File: config.mk
export PLATFORM = sky130hd
export DESIGN_NAME = rtc_hms_bcd
export DESIGN_NICKNAME = d
export VERILOG_FILES = /design/src/rtl/rtc_hms_bcd_pkg.sv /design/src/rtl/rtc_hms_bcd_counter.sv /design/src/rtl/rtc_hms_bcd.sv
export SDC_FILE = /design/constraint.sdc
export NUM_CORES = 1
export LEC_CHECK = 0
export CORE_ASPECT_RATIO = 1.75
export CORE_MARGIN = 2
export CORE_UTILIZATION = 55
export CTS_CLUSTER_DIAMETER = 50
export DETAILED_ROUTE_END_ITERATION = 6
export GPL_ROUTABILITY_DRIVEN = 0
export GPL_TIMING_DRIVEN = 0
export PLACE_DENSITY = 0.85
export SLEW_MARGIN = 10
export SYNTH_ARGS = -nofsm -noshare
export SYNTH_HDL_FRONTEND = slang
export SYNTH_SLANG_ARGS = --single-unit
File: constraint.sdc
create_clock -name clk -period 3.8 [get_ports clk]
set_clock_uncertainty 0.15 [all_clocks]
set_input_delay 0.57 -clock clk [delete_from_list [all_inputs] [get_ports clk]]
set_output_delay 0.57 -clock clk [all_outputs]
set_load 0.01 [all_outputs]
File: src/rtl/rtc_hms_bcd_pkg.sv
// Shared mode encoding and BCD field limits for the HH:MM:SS timekeeper.
package rtc_pkg;

    typedef enum logic [1:0] {
        RUN   = 2'b00,
        SET_H = 2'b01,
        SET_M = 2'b10
    } mode_t;

    localparam logic [7:0] SEC_MAX = 8'h59;
    localparam logic [7:0] MIN_MAX = 8'h59;
    localparam logic [7:0] HR_MAX  = 8'h23;

endpackage

File: src/rtl/rtc_hms_bcd_counter.sv
// Two-digit packed-BCD modulo counter; wraps to 00 after MAX and flags the wrap as carry.
module bcd_mod_counter
    import rtc_pkg::*;
#(
    parameter logic [7:0] MAX = SEC_MAX
) (
    input  logic       clk,
    input  logic       rst_n,
    input  logic       inc,
    input  logic       clr,
    output logic [7:0] value,
    output logic       carry
);

    assign carry = inc & (value == MAX);

    always_ff @(posedge clk or negedge rst_n) begin
        if (!rst_n) begin
            value <= '0;
        end else if (clr) begin
            value <= '0;
        end else if (inc) begin
            if (value == MAX) begin
                value <= '0;
            end else if (value[3:0] == 4'h9) begin
                value <= {value[7:4] + 4'h1, 4'h0};
            end else begin
                value <= {value[7:4], value[3:0] + 4'h1};
            end
        end
    end

endmodule

File: src/rtl/rtc_hms_bcd.sv
// 24 h BCD time-of-day keeper advanced by rising edges of an asynchronous seconds tick,
// with a button-driven set mode for hours and minutes.
module rtc_hms_bcd
    import rtc_pkg::*;
#(
    parameter int unsigned TICK_SYNC = 2
) (
    input  logic       clk,
    input  logic       rst_n,
    input  logic       tick_in,
    input  logic       btn_mode,
    input  logic       btn_inc,
    output logic [7:0] hh_bcd,
    output logic [7:0] mm_bcd,
    output logic [7:0] ss_bcd,
    output logic [1:0] mode,
    output logic       sec_pulse,
    output logic       day_wrap
);

    logic [TICK_SYNC-1:0] sync;
    logic                 prev;
    logic                 rise;
    mode_t                state;

    logic count;
    logic ss_clr, ss_carry;
    logic mm_inc, mm_carry;
    logic hh_inc, hh_carry;

    // Chain and history reset high so a tick already high at reset release is not a second.
    always_ff @(posedge clk or negedge rst_n) begin
        if (!rst_n) begin
            sync <= '1;
            prev <= 1'b1;
        end else begin
            sync <= {sync[TICK_SYNC-2:0], tick_in};
            prev <= sync[TICK_SYNC-1];
        end
    end

    assign rise = sync[TICK_SYNC-1] & ~prev;

    // A mode change in the same cycle takes precedence over both a tick and an inc.
    assign count  = (state == RUN) & rise & ~btn_mode;
    assign ss_clr = (state != RUN) | btn_mode;
    assign mm_inc = ss_carry | ((state == SET_M) & btn_inc & ~btn_mode);
    assign hh_inc = ((state == RUN) & mm_carry) | ((state == SET_H) & btn_inc & ~btn_mode);

    bcd_mod_counter #(.MAX(SEC_MAX)) u_ss (
        .clk   (clk),
        .rst_n (rst_n),
        .inc   (count),
        .clr   (ss_clr),
        .value (ss_bcd),
        .carry (ss_carry)
    );

    bcd_mod_counter #(.MAX(MIN_MAX)) u_mm (
        .clk   (clk),
        .rst_n (rst_n),
        .inc   (mm_inc),
        .clr   (1'b0),
        .value (mm_bcd),
        .carry (mm_carry)
    );

    bcd_mod_counter #(.MAX(HR_MAX)) u_hh (
        .clk   (clk),
        .rst_n (rst_n),
        .inc   (hh_inc),
        .clr   (1'b0),
        .value (hh_bcd),
        .carry (hh_carry)
    );

    always_ff @(posedge clk or negedge rst_n) begin
        if (!rst_n) begin
            state     <= RUN;
            sec_pulse <= 1'b0;
            day_wrap  <= 1'b0;
        end else begin
            if (btn_mode) begin
                case (state)
                    RUN:     state <= SET_H;
                    SET_H:   state <= SET_M;
                    default: state <= RUN;
                endcase
            end
            sec_pulse <= count;
            day_wrap  <= count & hh_carry;
        end
    end

    assign mode = state;

endmodule

==> results.md <==
* Startpoint types: input pin
* Die Wd at 45.3 um
* Share of post-route cells with drive strength above 1 at 0.114
* Sequential area share after synthesis at 0.475
* RSZ-0062 raised after global routing: no
* Sum of buffers and inverters on the critical path at 2
* Syn nets at 178
* Vias in the first global route at 1,409
* Relative slew slack at 0.322
* Hpwl dp at 2.55 mm
* Share of the synthesized area in the top cell type at 0.427
* GR Util met3 at 0.0545
* DIE AREA at 3460 um^2
* CTS hold repair buffers at 0
* Post-CTS Setup Bufs at 0
* Syn_area_per_cell at 10.2 um^2
* Multi-input gate area at 796 um^2
* Slowest CP cell: clkdlybuf4s50_1
* Pwr Density at 481 nW/um^2
* Post-CTS sizing at 0
* Peak VDD IR at 0.376 mV
* Nets@finish at 217
* Io pins at 33
* DRT Wirelength at 3.41 mm
* Net Sw Frac at 0.325
* Input/output buffers at 32
* Static leakage at 0.000909 uW
* Setup TNS at 0 ns
* Clock root buffer master: clkbuf_8
* H-tree levels at 2
* Post-route ant nets at 0
* Cells after DPL at 221
* Period utilisation layout at 0.636
* Vias per inst at 6.07
* Seq pwr share at 0.444
* Routed via count at 1,389
* Psw at 328 uW
* Worst endpoint required time at 3.80 ns
* YS warnings at 0
* Busiest grt layer: met2
* Largest stage delay, worst path at 0.52 ns
* Row Count at 26
* First-pass GRT wire length at 5.93 mm
* DRT iter0 DRCs at 24
* Ant. Diodes at 0
* Clk Latency, worst-skew pair at 0.29 ns
* Syn Std Cell Area at 1640 um^2
* Hold_ws at 0.164 ns
* Gate count after technology mapping at 161
* CTS Sinks at 31
* Clk pwr share at 0.291
* Met1 Use GR at 0.234
* Int Power at 681 uW
* Per-cell routed wire length at 14.9 um
* CP endpoint kind: flop
* Crit path max fanout at 10
* Minimum clock period at 2.42 ns
* Area after DPL at 1990 um^2
* Final Instance Area at 2100 um^2
* Synth cell types at 40
* Final WS setup at 1.38 ns
* Final Hold Viols at 0
* Core area at 2900 um^2
* Fin cells at 229
* TritonCTS clock tree: yes
* Max Freq at 0.413 GHz
* DR pass1 iterations at 4
* Register area at 779 um^2
* DP Worst Slack at 1.14 ns
* Reg clk slew, reported paths at 0.07 ns
* Met2 Use GR at 0.403
* Slew @ Worst Pin at 1.00 ns
* Run status: finished, final reports clean
* Critical path's top delay family: buffers and inverters
* Syn-to-layout area delta at 27.7%
* Synth top area cells: dfrtp_1 (43%), ha_1 (9.1%), dfstp_2 (4.8%)
* Initial core utilization at 0.567
* Gr usage total at 0.229
* Comb power frac at 0.265
* Pins over their slew limit at 0
* CP cell instances: clkdlybuf4s50_1 -> nor3_1 -> and4_4 -> a41oi_4 -> buf_2 -> o21ai_0 -> o41ai_2
* Die H at 76.3 um
* Setup Viol. Count Final at 0
* Antenna violations before repair at 0
* Synth area leader: dfrtp_1
* Overflow after GRT at 0
* CP Class: in2reg
* #FFs+latches synth at 31
* # Max-Cap Violations at 0
* Largest net degree at the start of global routing at 32
* CTS Buf Count at 5
* Arrival time worst endpoint at 2.41 ns
* Maximum clock insertion buffer count at 2
* Fill cells at 217
* DRC at 0
* HP Class: in2async
[area by class of cell]
cell class | count | area share
clock buffers | 7 | 0.0460
multi-input cells | 115 | 0.380
well taps | 28 | 0.0167
clock inverters | 1 | 0.00358
repair buffers | 32 | 0.150
plain buffers | 4 | 0.0119
inverters | 11 | 0.0197
flip-flops and latches | 31 | 0.372
[logic make-up (layout without fill, tap and decap cells)]
kind of cell / count (synthesis) / after routing / share of synthesized area
AO/OA/AOI/OAI: 38 / 38 / 0.162
XOR/XNOR: 2 / 2 / 0.0107
adder cells (fa/ha/maj): 12 / 12 / 0.0915
buffers and inverters: 15 / 55 / 0.0404
flip-flops: 31 / 31 / 0.475
multiplexers: 2 / 2 / 0.0137
AND/OR/NAND/NOR: 61 / 61 / 0.207
[through the flow]
step	total power [uW]	utilization
floorplan	581	-
global placement	699	0.690
finish	1010	0.724
global route	1060	0.724
CTS	1010	0.724
detailed placement	721	0.688
[flip-flops by register name, indices dropped and copies added, names as in the netlist]
name        count
sec_pulse       1
u_hh.value      8
u_mm.value      8
mode            2
u_ss.value      8
sync            2
prev            1
day_wrap        1
[power groups by stage]
| stage | Combinational, uW | Sequential [uW] | Clock [uW] |
|---|---|---|---|
| 4_1_cts | 271 | 447 | 297 |
| 2_1_floorplan | 124 | 457 | 0 |
| 3_3_place_gp | 256 | 443 | 0 |
| 5_1_grt | 297 | 455 | 310 |
| 6_report | 268 | 448 | 294 |
| 3_5_place_dp | 269 | 452 | 0 |
[cell usage in the layout, fill, tap and decap left out, types with 7 or more instances in the layout]
master	synthesis	final
nor2_1	12	12
o21ai_0	15	15
nand2_1	9	9
ha_1	12	12
nor3_1	12	12
clkdlybuf4s50_1	0	31
dfrtp_1	28	28
clkbuf_8	0	7
inv_1	11	11
a21oi_1	9	9
[path summary, 6_finish.rpt]
kind | startpoint | end | slack (ns) | depth (start not counted)
setup / recovery | btn_mode | u_hh.value[2] | 1.38 | 7
hold / removal | rst_n | u_ss.value[1] | 0.16 | 1
setup reg to reg | u_hh.value[4] | u_hh.value[5] | 1.49 | 7
hold reg to reg | sync[0] | sync[1] | 0.21 | 0
max in group asynchronous | rst_n | u_ss.value[7] | 2.90 | 1
min in group clk | sync[0] | sync[1] | 0.21 | 0
[worst register-to-register path: stages (launching register included)]
cell and delay, ns:
dfrtp_1 0.43, inv_1 0.08, ha_1 0.15, nand2b_1 0.09, o41ai_1 0.87, inv_1 0.13
o21ai_0 0.19, o21ai_0 0.11
[cells in the mapped netlist]
| cell | n |
|---|---|
| a21o_1 | 3 |
| a21o_2 | 1 |
| a21oi_1 | 9 |
| a22oi_1 | 1 |
| a41oi_1 | 1 |
| a41oi_4 | 1 |
| and2b_1 | 1 |
| and3_1 | 1 |
| and3_2 | 1 |
| and3b_1 | 2 |
| and4_4 | 1 |
| and4bb_2 | 1 |
| buf_2 | 2 |
| buf_6 | 1 |
| clkbuf_1 | 1 |
| dfrtp_1 | 28 |
| dfstp_2 | 3 |
| ha_1 | 12 |
| inv_1 | 11 |
| mux2_1 | 1 |
| mux2_2 | 1 |
| nand2_1 | 9 |
| nand2b_1 | 5 |
| nand3_1 | 5 |
| nand3b_1 | 2 |
| nand4b_1 | 1 |
| nor2_1 | 12 |
| nor2b_1 | 2 |
| nor3_1 | 12 |
| nor4_1 | 1 |
| nor4bb_1 | 1 |
| o21ai_0 | 15 |
| o21ai_4 | 1 |
| o31ai_1 | 4 |
| o41ai_1 | 1 |
| o41ai_2 | 1 |
| or3_1 | 1 |
| or4_1 | 3 |
| xnor2_1 | 1 |
| xor2_1 | 1 |
[per-layer routing]
metal,vias up,wire (um)
li1,656,-
met1,684,1260
met2,40,1930
met3,9,134
met4,0,86
met5,-,0
(Power assumes the default switching activity.)
